<file path="src/rtl/bf_pkg.sv">
// bf_pkg: shared definitions for the bfcpu bus interface unit.
//   - bus_ctl phase codes driven on uo_out[2:1]
//   - memory-type codes carried on bus_mtype (reserved codes pass through)
//   - FSM state enumeration used by bf_bus_if
package bf_pkg;

  localparam logic [1:0] CTL_IDLE = 2'b00;
  localparam logic [1:0] CTL_ALO  = 2'b01;
  localparam logic [1:0] CTL_AHI  = 2'b10;
  localparam logic [1:0] CTL_DAT  = 2'b11;

  localparam logic [2:0] MT_PROG  = 3'd0;
  localparam logic [2:0] MT_DATA  = 3'd1;
  localparam logic [2:0] MT_IOIN  = 3'd2;
  localparam logic [2:0] MT_IOOUT = 3'd3;

  typedef enum logic [2:0] {
    ST_IDLE,
    ST_ALO_REQ,
    ST_ALO_REL,
    ST_AHI_REQ,
    ST_AHI_REL,
    ST_DAT_REQ,
    ST_DAT_REL,
    ST_RESP
  } state_t;

endpackage

</file>
<file path="src/rtl/bf_bus_if_if.sv">
// bf_bus_if_if: core request/response and external byte-bus signals of the
// bfcpu bus interface unit.
//   slave  : view of the bus interface unit (takes core requests, drives pins)
//   master : view of the surroundings (core + external responder)
interface bf_bus_if_if;
  // core request / response
  logic        req_valid;
  logic        req_ready;
  logic        req_write;
  logic [2:0]  req_mtype;
  logic [15:0] req_addr;
  logic [7:0]  req_wdata;
  logic        resp_valid;
  logic [7:0]  resp_rdata;
  logic        resp_err;
  // external pins
  logic        bus_rdy;
  logic [1:0]  bus_ctl;
  logic [2:0]  bus_mtype;
  logic        bus_ack;
  logic [7:0]  bus_din;
  logic [7:0]  bus_dout;
  logic [7:0]  bus_oe;

  modport slave (
    input  req_valid, req_write, req_mtype, req_addr, req_wdata, bus_ack, bus_din,
    output req_ready, resp_valid, resp_rdata, resp_err,
           bus_rdy, bus_ctl, bus_mtype, bus_dout, bus_oe
  );

  modport master (
    output req_valid, req_write, req_mtype, req_addr, req_wdata, bus_ack, bus_din,
    input  req_ready, resp_valid, resp_rdata, resp_err,
           bus_rdy, bus_ctl, bus_mtype, bus_dout, bus_oe
  );
endinterface

</file>
<file path="src/rtl/bf_sync.sv">
// bf_sync: STAGES-deep flop chain bringing an asynchronous level into the
// clk domain. STAGES must be at least 2.
//   clk : system clock
//   rst : asynchronous active-high reset, clears every stage
//   d   : asynchronous input
//   q   : synchronized output
module bf_sync #(
  parameter int STAGES = 2
) (
  input  logic clk,
  input  logic rst,
  input  logic d,
  output logic q
);

  logic [STAGES-1:0] sync_reg;

  always_ff @(posedge clk or posedge rst) begin
    if (rst) begin
      sync_reg <= '0;
    end else begin
      sync_reg <= {sync_reg[STAGES-2:0], d};
    end
  end

  assign q = sync_reg[STAGES-1];

endmodule

</file>
<file path="src/rtl/bf_bus_if.sv">
// bf_bus_if: bfcpu bus interface unit. Turns one accepted core request into
// a 4-phase rdy/ack byte-serial transfer (addr lo, addr hi, data) and
// returns a one-cycle resp_valid with read data.
//   clk : system clock
//   rst : asynchronous active-high reset (releases the bus immediately)
//   bus : bf_bus_if_if.slave -- req_*/resp_* to the core, bus_* to the pins
// Optional feature macro: BUS_TIMEOUT_EN -- aborts a phase whose ack edge
// does not arrive within TIMEOUT_CYCLES and reports resp_err=1.
module bf_bus_if
  import bf_pkg::*;
#(
  parameter int ACK_SYNC_STAGES = 2,
  parameter int TIMEOUT_CYCLES  = 255
) (
  input  logic          clk,
  input  logic          rst,
  bf_bus_if_if.slave    bus
);

  // Reject unusable configurations at elaboration.
  if (ACK_SYNC_STAGES < 2 || TIMEOUT_CYCLES < 1) begin : g_bad_param
    $error("bf_bus_if: ACK_SYNC_STAGES must be >= 2 and TIMEOUT_CYCLES >= 1");
  end

  state_t      state_reg, state_next;
  logic        write_reg;
  logic [2:0]  mtype_reg;
  logic [15:0] addr_reg;
  logic [7:0]  wdata_reg;
  logic [7:0]  rdata_reg;
  logic        ack_s;
  logic        in_phase;
  logic        timeout_hit;

  bf_sync #(.STAGES(ACK_SYNC_STAGES)) u_ack_sync (
    .clk (clk),
    .rst (rst),
    .d   (bus.bus_ack),
    .q   (ack_s)
  );

  assign in_phase = (state_reg != ST_IDLE) && (state_reg != ST_RESP);

`ifdef BUS_TIMEOUT_EN
  localparam int CNT_W = ($clog2(TIMEOUT_CYCLES + 1) > 8) ? $clog2(TIMEOUT_CYCLES + 1) : 8;
  localparam logic [CNT_W-1:0] TO_VAL = CNT_W'(TIMEOUT_CYCLES);

  logic [CNT_W-1:0] cnt_reg;
  logic             err_reg;

  assign timeout_hit = in_phase && (cnt_reg == TO_VAL);

  // Counts cycles spent in the current REQ/REL state; any state change restarts it.
  always_ff @(posedge clk or posedge rst) begin
    if (rst) begin
      cnt_reg <= '0;
    end else if (state_next != state_reg) begin
      cnt_reg <= '0;
    end else if (in_phase) begin
      cnt_reg <= cnt_reg + 1'b1;
    end
  end

  // Error flag is decided on the way into RESP and held until the next one.
  always_ff @(posedge clk or posedge rst) begin
    if (rst) begin
      err_reg <= 1'b0;
    end else if (state_next == ST_RESP && state_reg != ST_RESP) begin
      err_reg <= timeout_hit;
    end
  end

  assign bus.resp_err = err_reg;
`else
  assign timeout_hit  = 1'b0;
  assign bus.resp_err = 1'b0;
`endif

  always_ff @(posedge clk or posedge rst) begin
    if (rst) begin
      state_reg <= ST_IDLE;
    end else begin
      state_reg <= state_next;
    end
  end

  // One step per observed ack_s level, so a stale high ack still forces a
  // full low/high cycle before the next phase.
  always_comb begin
    state_next = state_reg;
    case (state_reg)
      ST_IDLE:    if (bus.req_valid) state_next = ST_ALO_REQ;
      ST_ALO_REQ: if (ack_s)         state_next = ST_ALO_REL;
      ST_ALO_REL: if (!ack_s)        state_next = ST_AHI_REQ;
      ST_AHI_REQ: if (ack_s)         state_next = ST_AHI_REL;
      ST_AHI_REL: if (!ack_s)        state_next = ST_DAT_REQ;
      ST_DAT_REQ: if (ack_s)         state_next = ST_DAT_REL;
      ST_DAT_REL: if (!ack_s)        state_next = ST_RESP;
      ST_RESP:                       state_next = ST_IDLE;
      default:                       state_next = ST_IDLE;
    endcase
    if (timeout_hit) begin
      state_next = ST_RESP;
    end
  end

  always_ff @(posedge clk or posedge rst) begin
    if (rst) begin
      write_reg <= 1'b0;
      mtype_reg <= '0;
      addr_reg  <= '0;
      wdata_reg <= '0;
      rdata_reg <= '0;
    end else begin
      if (state_reg == ST_IDLE && bus.req_valid) begin
        write_reg <= bus.req_write;
        mtype_reg <= bus.req_mtype;
        addr_reg  <= bus.req_addr;
        wdata_reg <= bus.req_wdata;
      end
      // The responder holds din valid while ack is high; capture on the
      // cycle the synchronized ack is first seen in DAT_REQ.
      if (state_reg == ST_DAT_REQ && ack_s && !write_reg && !timeout_hit) begin
        rdata_reg <= bus.bus_din;
      end
    end
  end

  // Moore outputs decoded from the state so reset releases the pins at once.
  always_comb begin
    bus.bus_rdy   = 1'b0;
    bus.bus_ctl   = CTL_IDLE;
    bus.bus_mtype = '0;
    bus.bus_dout  = '0;
    bus.bus_oe    = '0;
    case (state_reg)
      ST_ALO_REQ, ST_ALO_REL: begin
        bus.bus_rdy   = (state_reg == ST_ALO_REQ);
        bus.bus_ctl   = CTL_ALO;
        bus.bus_mtype = mtype_reg;
        bus.bus_dout  = addr_reg[7:0];
        bus.bus_oe    = 8'hFF;
      end
      ST_AHI_REQ, ST_AHI_REL: begin
        bus.bus_rdy   = (state_reg == ST_AHI_REQ);
        bus.bus_ctl   = CTL_AHI;
        bus.bus_mtype = mtype_reg;
        bus.bus_dout  = addr_reg[15:8];
        bus.bus_oe    = 8'hFF;
      end
      ST_DAT_REQ, ST_DAT_REL: begin
        bus.bus_rdy   = (state_reg == ST_DAT_REQ);
        bus.bus_ctl   = CTL_DAT;
        bus.bus_mtype = mtype_reg;
        bus.bus_dout  = write_reg ? wdata_reg : 8'h00;
        bus.bus_oe    = write_reg ? 8'hFF : 8'h00;
      end
      default: begin
      end
    endcase
  end

  assign bus.req_ready  = (state_reg == ST_IDLE);
  assign bus.resp_valid = (state_reg == ST_RESP);
  assign bus.resp_rdata = rdata_reg;

endmodule
</file>
<file path="src/flat_wrapper.sv">
// flat-port wrapper written by rule: the top's interface ports become plain ports
module bf_bus_if_flat import bf_pkg::*;
#(
  parameter int ACK_SYNC_STAGES = 2,
  parameter int TIMEOUT_CYCLES  = 255
)
  (clk, rst, bus_req_valid, bus_req_write, bus_req_mtype, bus_req_addr, bus_req_wdata, bus_bus_ack, bus_bus_din, bus_req_ready, bus_resp_valid, bus_resp_rdata, bus_resp_err, bus_bus_rdy, bus_bus_ctl, bus_bus_mtype, bus_bus_dout, bus_bus_oe);
  bf_bus_if_if bus_i ();
  input  logic clk;
  input  logic rst;
  input wire logic [$bits(bus_i.req_valid)-1:0] bus_req_valid;
  input wire logic [$bits(bus_i.req_write)-1:0] bus_req_write;
  input wire logic [$bits(bus_i.req_mtype)-1:0] bus_req_mtype;
  input wire logic [$bits(bus_i.req_addr)-1:0] bus_req_addr;
  input wire logic [$bits(bus_i.req_wdata)-1:0] bus_req_wdata;
  input wire logic [$bits(bus_i.bus_ack)-1:0] bus_bus_ack;
  input wire logic [$bits(bus_i.bus_din)-1:0] bus_bus_din;
  output wire logic [$bits(bus_i.req_ready)-1:0] bus_req_ready;
  output wire logic [$bits(bus_i.resp_valid)-1:0] bus_resp_valid;
  output wire logic [$bits(bus_i.resp_rdata)-1:0] bus_resp_rdata;
  output wire logic [$bits(bus_i.resp_err)-1:0] bus_resp_err;
  output wire logic [$bits(bus_i.bus_rdy)-1:0] bus_bus_rdy;
  output wire logic [$bits(bus_i.bus_ctl)-1:0] bus_bus_ctl;
  output wire logic [$bits(bus_i.bus_mtype)-1:0] bus_bus_mtype;
  output wire logic [$bits(bus_i.bus_dout)-1:0] bus_bus_dout;
  output wire logic [$bits(bus_i.bus_oe)-1:0] bus_bus_oe;
  assign bus_i.req_valid = bus_req_valid;
  assign bus_i.req_write = bus_req_write;
  assign bus_i.req_mtype = bus_req_mtype;
  assign bus_i.req_addr = bus_req_addr;
  assign bus_i.req_wdata = bus_req_wdata;
  assign bus_i.bus_ack = bus_bus_ack;
  assign bus_i.bus_din = bus_bus_din;
  assign bus_req_ready = bus_i.req_ready;
  assign bus_resp_valid = bus_i.resp_valid;
  assign bus_resp_rdata = bus_i.resp_rdata;
  assign bus_resp_err = bus_i.resp_err;
  assign bus_bus_rdy = bus_i.bus_rdy;
  assign bus_bus_ctl = bus_i.bus_ctl;
  assign bus_bus_mtype = bus_i.bus_mtype;
  assign bus_bus_dout = bus_i.bus_dout;
  assign bus_bus_oe = bus_i.bus_oe;
  bf_bus_if #(.ACK_SYNC_STAGES(ACK_SYNC_STAGES), .TIMEOUT_CYCLES(TIMEOUT_CYCLES)) u_core (.clk(clk), .rst(rst), .bus(bus_i));
endmodule
</file>
<file path="config.mk">
export PLATFORM = sky130hd
export DESIGN_NAME = bf_bus_if_flat
export DESIGN_NICKNAME = d
export VERILOG_FILES = /design/src/rtl/bf_pkg.sv /design/src/rtl/bf_bus_if_if.sv /design/src/rtl/bf_sync.sv /design/src/rtl/bf_bus_if.sv /design/src/flat_wrapper.sv
export SDC_FILE = /design/constraint.sdc
export NUM_CORES = 1
export LEC_CHECK = 0
export CORE_UTILIZATION = 44
export DETAILED_ROUTE_END_ITERATION = 8
export PLACE_DENSITY = 0.8
export SLEW_MARGIN = 10
export SYNTH_ARGS = -nofsm -noshare
export SYNTH_HDL_FRONTEND = slang
export SYNTH_SLANG_ARGS = --single-unit
export TNS_END_PERCENT = 1
</file>
<file path="constraint.sdc">
create_clock -name clk -period 1.92 [get_ports clk]
set_clock_uncertainty 0.2 [all_clocks]
set_input_delay 0.192 -clock clk [delete_from_list [all_inputs] [get_ports clk]]
set_output_delay 0.192 -clock clk [all_outputs]
set_load 0.02 [all_outputs]
</file>
=== After elaboration in Yosys (flattened, before gate mapping) ===
Cells that the tools add are included.

* Reductions and logical operators: 11
* Eq/ne operators: 14
* Mux-type cells: 15

{| class="wikitable"
|+ Operators with widths
! cell !! count
|-
| $mux 3 || 8
|-
| $pmux 3 s8 || 1
|-
| $pmux 8 s3 || 1
|-
| $mux 8 || 2
|-
| $pmux 8 s2 || 1
|-
| $ne 2x2->1 const B || 7
|-
| $eq 3x3->1 const B || 4
|-
| $reduce_and 7->1 || 1
|-
| $eq 3x2->1 const B || 2
|-
| $pmux 2 s3 || 1
|-
| $reduce_or 2->1 || 3
|-
| $reduce_or 6->1 || 1
|-
| $reduce_or 4->1 || 1
|-
| $eq 3x1->1 const B || 1
|-
| $logic_and 1x1->1 || 3
|-
| $logic_not 3->1 || 1
|-
| $pmux 1 s3 || 1
|-
| $logic_not 1->1 || 1
|}

* Input bits: 40
* Logic and storage cells: 47
* Bits in registers: 41

=== Longest topological paths before layout ===
Gate-level depths: netlist of run 1.

* Depth in word-level cells: 3
* Depth in mapped cells: 5
* Mapped depth without buffers: 3

=== Hierarchy ===
A second synthesis of run 1 with hierarchy kept.

* Cells, all modules: 153
* Area total of the unflattened synthesis: 2039.5 um^2

{| class="wikitable"
|+ Modules (own cells, without submodules)
! module !! cells each !! seq. area each (um^2) !! area each (um^2) !! times used
|-
| bf_bus_if || 150 || 975.9 || 1985.7 || 1
|-
| bf_sync || 3 || 50.0 || 53.8 || 1
|}

=== Least setup slack after synthesis of run 1 ===
Ideal clock, no wire load.

* Kind: reg-to-output
* Start point: register u_core.state_reg[1]
* End point: output port bus_bus_oe[1]
* Cell stages (with the launch flop): 5
* Path slack: -0.265 ns
* Required time: 1.528 ns
* Buffers on the path: 2
* Data arrival time: 1.793 ns
* Cell sequence: dfrtp_1 > buf_6 > maj3_1 > a21oi_1 > buf_4

* Longest elaborated chain between the ends: 3
* Elaborated cells between the ends (all ways): 9
* Classes of those cells: eq/ne: 6; mux: 1; reduce/logical: 2

{| class="wikitable"
|+ Ends and longest elaborated chain
! what !! RTL line !! source
|-
| start, declared || bf_bus_if.sv:25 || <nowiki>state_t state_reg, state_next;</nowiki>
|-
| start signal, assigned || bf_bus_if.sv:83 || <nowiki>state_reg <= state_next;</nowiki>
|-
| $eq 3x2->1, or another cell as far along || bf_bus_if.sv:136 || <nowiki>case (state_reg)</nowiki>
|-
| $reduce_or 4->1 (no source line) / $reduce_or 2->1 (equally long branches) || - ||
|-
| $pmux 8 s2 * || bf_bus_if.sv:136 ||
|-
| end, declared || flat_wrapper.sv:26 || <nowiki>output wire logic [$bits(bus_i.bus_oe)-1:0] bus_bus_oe;</nowiki>
|}

Every way passes the cells marked *; elsewhere a longest branch is shown, timed or not.

=== Final worst setup path of run 1 ===
Same ends and word-level chain as after synthesis.

==> results of run 1 <==
[cell usage after synthesis (all sizes together)]
library cell / count
and2: 4
nand3b: 1
a21oi: 2
a21o: 1
nor2: 10
o41ai: 1
nand2b: 1
a21boi: 1
nor3: 1
mux2: 35
nor3b: 1
conb: 1
o21ai: 4
xnor2: 2
maj3: 1
and3: 1
o22ai: 1
nand3: 9
dfrtp: 41
inv: 3
nand2: 4
buf: 16
or2b: 1
a221o: 8
[through the flow]
step / power [mW] / setup TNS (ns) / std cells / area, um^2 / hold WS, ns
finish: 5.79 / -3.07 / 287 / 2940 / 0.119
global route: 6.13 / -6.69 / 287 / 2940 / 0.127
CTS: 5.43 / -2.38 / 283 / 2830 / 0.131
detailed placement: 4.93 / -6.60 / 274 / 2750 / 0.135
global placement: 4.82 / -4.71 / 274 / 2750 / 0.137
floorplan: 3.59 / -0.136 / 150 / 1960 / 0.0234
[layout make-up]
type / instances / area, um^2
flip-flops and latches: 41 / 1030
clock inverters: 1 / 30.0
multi-input cells: 90 / 807
repair buffers: 95 / 910
inverters: 3 / 11.3
clock buffers: 7 / 86.3
well taps: 50 / 62.6
fillers: 284 / 1210
[timing repair]
item                                    in CTS  in global routing
endpoints found under the setup margin      51                 58
buffers inserted                             1                  4
pin swaps                                    2                  5
hold buffers                                 0                  0
resized for setup                           88                 41
[final timing paths]
kind                                                          from                                 endpoint  slack, ns
max                                u_core.state_reg[1]$_DFFE_PP0P_                            bus_bus_oe[1]      -0.11
max in group asynchronous                                      rst          u_core.state_reg[0]$_DFFE_PP0P_       1.02
min in group clk                                       bus_bus_ack  u_core.u_ack_sync.sync_reg[0]$_DFF_PP0_       0.13
min                                                            rst  u_core.u_ack_sync.sync_reg[0]$_DFF_PP0_       0.12
min reg2reg                u_core.u_ack_sync.sync_reg[0]$_DFF_PP0_  u_core.u_ack_sync.sync_reg[1]$_DFF_PP0_       0.15
max reg2reg                        u_core.state_reg[2]$_DFFE_PP0P_          u_core.addr_reg[13]$_DFFE_PP0P_      -0.07
[cells by family after synthesis]
group / Yosys count / share of synthesized area (%)
AOI/OAI and AO/OA: 18 / 7.55
adders and majority gates: 1 / 0.512
DFF: 41 / 52.5
buffers and inverters: 19 / 7.43
and+or+nand+nor: 33 / 10.4
muxes: 35 / 20.2
xor gates and xnor gates: 2 / 1.28
other: 1 / 0.192
[routing by layer]
layer	GRT usage, %	vias to the layer above
met2	37.0	48
li1	-	694
met1	22.9	727
met4	6.25	0
met5	0	-
met3	4.77	4
[power groups by stage]
stage          sequential (mW)  clock, mW  combinational (mW)
2_1_floorplan             1.59          0                1.99
3_5_place_dp              1.56          0                3.37
3_3_place_gp              1.52          0                3.30
4_1_cts                   1.56      0.718                3.16
6_report                  1.55      0.712                3.52
5_1_grt                   1.61      0.753                3.77
[critical path: cells and delay by family, from the launching register on]
kind | cells | cell delay (ns)
buffers and inverters | 3 | 0.40
DFF | 1 | 0.45
adders and majority gates | 1 | 0.32
AOI/OAI and AO/OA | 1 | 0.18
[cell usage in the layout (no fill, tap or decap), types with 2 or more instances in the layout]
| master | netlist | routed |
|---|---|---|
| sky130_fd_sc_hd__a221o_1 | 8 | 8 |
| sky130_fd_sc_hd__and2_1 | 4 | 2 |
| sky130_fd_sc_hd__and2_4 | 0 | 2 |
| sky130_fd_sc_hd__buf_12 | 0 | 2 |
| sky130_fd_sc_hd__buf_2 | 2 | 7 |
| sky130_fd_sc_hd__buf_4 | 9 | 17 |
| sky130_fd_sc_hd__buf_6 | 5 | 18 |
| sky130_fd_sc_hd__clkbuf_8 | 0 | 6 |
| sky130_fd_sc_hd__clkdlybuf4s15_1 | 0 | 2 |
| sky130_fd_sc_hd__clkdlybuf4s50_1 | 0 | 47 |
| sky130_fd_sc_hd__dfrtp_1 | 41 | 39 |
| sky130_fd_sc_hd__dfrtp_2 | 0 | 2 |
| sky130_fd_sc_hd__inv_1 | 3 | 3 |
| sky130_fd_sc_hd__mux2_2 | 35 | 34 |
| sky130_fd_sc_hd__nand2_1 | 4 | 4 |
| sky130_fd_sc_hd__nand3_1 | 9 | 9 |
| sky130_fd_sc_hd__nor2_1 | 9 | 8 |
| sky130_fd_sc_hd__nor2_2 | 1 | 2 |
| sky130_fd_sc_hd__o21ai_0 | 4 | 4 |
==> summary.md, run 1 <==
## Timing
* 46 — final count of negative-setup-slack endpoints
* 106% — Final Cycle Share
* 0 — Max Slew Vio Count
* 0.502 ns — slew at the pin with the worst max-slew slack
* yes — RSZ-0062 raised after global routing
* 0 — Hold Vio Cnt, Final
* 66.5% — worst relative slew slack
* 493 MHz — Achievable Freq
* -0.110 ns — final setup margin
* 2.03 ns — clock period minus worst slack

## Die
* 4140 um^2 — placeable core region
* 23 — number of placement rows
* 4710 um^2 — die outline area
* 73 — IO Pins
* 68.6 um — die outline height
* 47.2% — initial core utilization
* 68.6 um — Die W

## Yosys
* 0 — YS warnings
* 52.5% — area fraction of the dominant cell type after synthesis
* 41 — register bit total from synthesis
* 190 — Post-Syn Nets
* 28 — count of cell types in the netlist
* 52.5% — sequential cell area fraction in the yosys report
* sky130_fd_sc_hd__dfrtp_1 — Synth area leader
* 13.0 um^2 — Syn Area/Cell
* 1950 um^2 — synthesized area
* sky130_fd_sc_hd__dfrtp_1 (52%), sky130_fd_sc_hd__mux2_2 (20%), sky130_fd_sc_hd__a221o_1 (4.1%) — leading post-synthesis cells by cell area
* 150 — Syn Inst Count

## Critical path
* 6 — path depth of the worst reg2reg path
* 1.64 ns — data arrival time of the critical path
* sky130_fd_sc_hd__buf_6 — dominant cell type by count on the critical path
* buf_6 -> maj3_2 -> a21oi_4 -> buf_12 -> buf_6 — Critical Path, Cell by Cell
* 1.53 ns — worst endpoint required time
* primary output — nature of the critical path endpoint
* sky130_fd_sc_hd__dfrtp_2 — Critical Path Slowest Stage Cell
* register to primary output — Worst Path Class, Setup
* 0.45 ns — biggest cell delay along the critical path
* register — type of element launching the critical path
* 8 — critical path peak fanout

## Power
* 60.9% — combinational share of power
* 3.58 mW — Int Pwr
* 38.2% — sw frac
* 1050 uV — Max VDD drop
* 1.30 nW — Static Leakage
* 26.8% — part of the power in registers
* 2.21 mW — Net Switching
* 12.3% — clock share of power
* 1970 nW/um^2 — power per cell area

## Global routing
* 0 — number of antenna violations at the first check in global routing
* 6780 um — global-route wire length before repair
* 1477 — vias in the first global route
* 0 — Remaining Overflow, GRT
* 42 — largest net degree at the start of global routing
* 20.2% — gr usage total

## Place
* 71 — number of I/O port buffers
* -0.304 ns — worst slack at placement
* 0.727 — GP Congestion
* 3120 um — Detail Placement HPWL

## Clock network
* 2 — largest buffer count on any clock path
* 0.08 ns — Clock Pin Slew Worst Setup and Hold Paths
* 2 — number of levels in the clock H-tree
* built — CTS tree
* 5 — number of buffers added by the clock tree synthesis step
* 41 — total number of clock tree sinks
* sky130_fd_sc_hd__clkbuf_8 — CTS Root Buffer Type
* 0.29 ns — Skew-Pair Late Insertion Delay

## Routing
* 1473 — via total after detailed routing
* 0 — Post-DRT Antenna Nets
* 212 um — met3 WL post-DR
* 5.13 — Avg Vias per Cell
* 0 — number of design rule violations left after detail routing
* 4 — first-pass iteration count of the detailed router
* met4 — Top Layer Used
* 1760 um — wire length the detailed router placed on met1
* 60 — detailed router's first-iteration violation count
* 15.6 um — drt wl/cell
* 2480 um — routed length on met2
* 4480 um — WL final

## Cells and area
* 276 — Final nets
* 16 — number of flip-flops in the largest register
* 43.5% — layout cell share with drive strength beyond 1
* 50.2% — signed area change from the synthesized netlist to the final layout
* 0 — antenna diode count
* 70.8% — final core area utilization

## Outcome
* negative setup slack — violations in the final reports
* complete, but fails checks — outcome

## Worst hold path
* input pin to asynchronous set/reset pin — class of the most critical hold timing path

## Run
* 0 — max-capacitance violation count

Note: power is estimated with default switching activity, not from simulation.
==> inputs of run 2 (changes only) <==
--- a/config.mk
+++ b/config.mk
@@ -8,2 +8,3 @@
 export CORE_UTILIZATION = 44
+export CTS_CLUSTER_DIAMETER = 120
 export DETAILED_ROUTE_END_ITERATION = 8
--- a/constraint.sdc
+++ b/constraint.sdc
@@ -4,2 +4,2 @@
 set_output_delay 0.192 -clock clk [all_outputs]
-set_load 0.02 [all_outputs]
+set_load 0.05 [all_outputs]
==> run 2 against run 1 <==
The run still ends with negative setup slack left. Final area rose by 12%. Cell count is 1.7% lower. Wire length grew 15%. Die area did not move. Largest cell class is now buffers.
==> summary.md, run 2 (synthesis gave the netlist of run 1 again) <==
## Die
* 4710 um^2 — die outline area
* 23 — number of placement rows
* 68.6 um — die outline height
* 73 — IO Pins
* 47.2% — initial core utilization
* 4140 um^2 — placeable core region
* 68.6 um — Die W

## Cells and area
* 923 um^2 — area of combinational cells with multiple inputs
* 1030 um^2 — Seq. cell area
* 282 — count of placed standard cells in the final layout, fillers left out
* sky130_fd_sc_hd__clkdlybuf4s50_1 — leading cell type in the layout, fill and taps excluded
* 16 — number of flip-flops in the largest register
* 0 — antenna diode count
* 67.8% — signed area change from the synthesized netlist to the final layout
* 231 — filler instances
* sky130_fd_sc_hd__clkdlybuf4s50_1 (47), sky130_fd_sc_hd__dfrtp_1 (39), sky130_fd_sc_hd__mux2_4 (26), sky130_fd_sc_hd__buf_12 (26), sky130_fd_sc_hd__buf_4 (12) — leading cell types in the layout, fill and taps excluded
* 44.8% — layout cell share with drive strength beyond 1
* 271 — Final nets

## Routing
* 0 — number of design rule violations left after detail routing
* 0 — Post-DRT Antenna Nets
* 5160 um — WL final
* 1475 — via total after detailed routing
* 115 — detailed router's first-iteration violation count
* 18.3 um — drt wl/cell
* 4 — first-pass iteration count of the detailed router
* 5.23 — Avg Vias per Cell

## Run
* 0 — max-capacitance violation count

## Global routing
* 0 — number of antenna violations at the first check in global routing
* 1600 — vias in the first global route
* 7740 um — global-route wire length before repair
* 0 — Remaining Overflow, GRT
* 42 — largest net degree at the start of global routing
* 23.7% — gr usage total

## Critical path
* 0.42 ns — biggest cell delay along the critical path
* primary output — nature of the critical path endpoint
* register — type of element launching the critical path
* flip-flops — kind of cell adding the most delay to the critical path
* or2b_4 -> o22ai_4 -> buf_4 -> a221o_1 -> buf_12 — Critical Path, Cell by Cell
* 2 — number of buffer and inverter instances along the worst setup path
* 1.53 ns — worst endpoint required time
* sky130_fd_sc_hd__dfrtp_1 — Critical Path Slowest Stage Cell
* register to primary output — Worst Path Class, Setup
* 3 — critical path peak fanout
* 1.69 ns — data arrival time of the critical path

## Worst hold path
* input pin to asynchronous set/reset pin — class of the most critical hold timing path

## Place
* 3450 um — Detail Placement HPWL
* -0.0583 ns — worst slack at placement
* 269 — Cell Count Post-Placement
* 71 — number of I/O port buffers
* 0.754 — GP Congestion

## Outcome
* negative setup slack — violations in the final reports
* complete, but fails checks — outcome

## Timing
* 65.8% — worst relative slew slack
* 0 — Hold Vio Cnt, Final
* 109% — Final Cycle Share
* 0 — Max Slew Vio Count
* 2.08 ns — clock period minus worst slack
* 0.120 ns — worst hold-check slack
* yes — RSZ-0062 raised after global routing
* -0.163 ns — final setup margin
* 28 — final count of negative-setup-slack endpoints
* 0.511 ns — slew at the pin with the worst max-slew slack
* 480 MHz — Achievable Freq
* -2.63 ns — total negative setup slack

## Clock network
* 41 — total number of clock tree sinks
* 2 — largest buffer count on any clock path
* 0 — hold bufs inserted after CTS
* sky130_fd_sc_hd__clkbuf_8 — CTS Root Buffer Type
* built — CTS tree
* 0.30 ns — Skew-Pair Late Insertion Delay
* 0.07 ns — Clock Pin Slew Worst Setup and Hold Paths
* 5 — number of buffers added by the clock tree synthesis step
* 2 — number of levels in the clock H-tree

==> run 2: worst paths after layout <==
kind | start | end | slack, ns | cells past startpoint
max reg2reg | u_core.state_reg[1]$_DFFE_PP0P_ | u_core.bus.resp_rdata[2]$_DFFE_PP0P_ | -0.03 | 6
min reg2reg | u_core.u_ack_sync.sync_reg[0]$_DFF_PP0_ | u_core.u_ack_sync.sync_reg[1]$_DFF_PP0_ | 0.16 | 0
min in group clk | bus_bus_ack | u_core.u_ack_sync.sync_reg[0]$_DFF_PP0_ | 0.12 | 1
max | u_core.state_reg[2]$_DFFE_PP0P_ | bus_bus_dout[5] | -0.16 | 5
max in group asynchronous | rst | u_core.state_reg[1]$_DFFE_PP0P_ | 1.02 | 3
min | rst | u_core.bus.resp_rdata[2]$_DFFE_PP0P_ | 0.12 | 3
==> run 2: worst min-delay path: cells and delay by family <==
family | cells | cell delay (ns)
buffers and inverters | 3 | 0.88
==> run 2: final cells by class <==
class	count	area share (%)
clock buffers	7	2.63
clock inverters	1	0.916
inverters	3	0.343
multi-input cells	90	28.2
flip-flops and latches	41	31.4
well taps	50	1.91
repair buffers	90	34.7
==> run 2: timing repair <==
item / CTS / global route
pin swaps: 11 / 1
setup endpoints to repair: 20 / 52
hold endpoints to repair: 0 / 0
gates resized for setup: 12 / 10
setup buffers: 5 / 0
==> run 2: routing by layer <==
metal | track usage [%] | up-vias | routed length (um)
met4 | 11.2 | 0 | 89
met3 | 5.43 | 9 | 297
li1 | - | 680 | -
met2 | 43.6 | 54 | 2790
met1 | 25.4 | 732 | 1980
met5 | 0 | - | 0
==> run 2: per-stage QoR <==
step / util [%] / cell area, um^2
after global placement: 73.6 / 3050
after CTS: 78.2 / 3240
after floorplan: - / 2050
after detailed placement: 73.6 / 3050
after global routing: 79.1 / 3280
final: 79.1 / 3280
Power of run 2 is not shown: default switching activity piles up to over one toggle a cycle in this logic, so the estimate is an artifact.
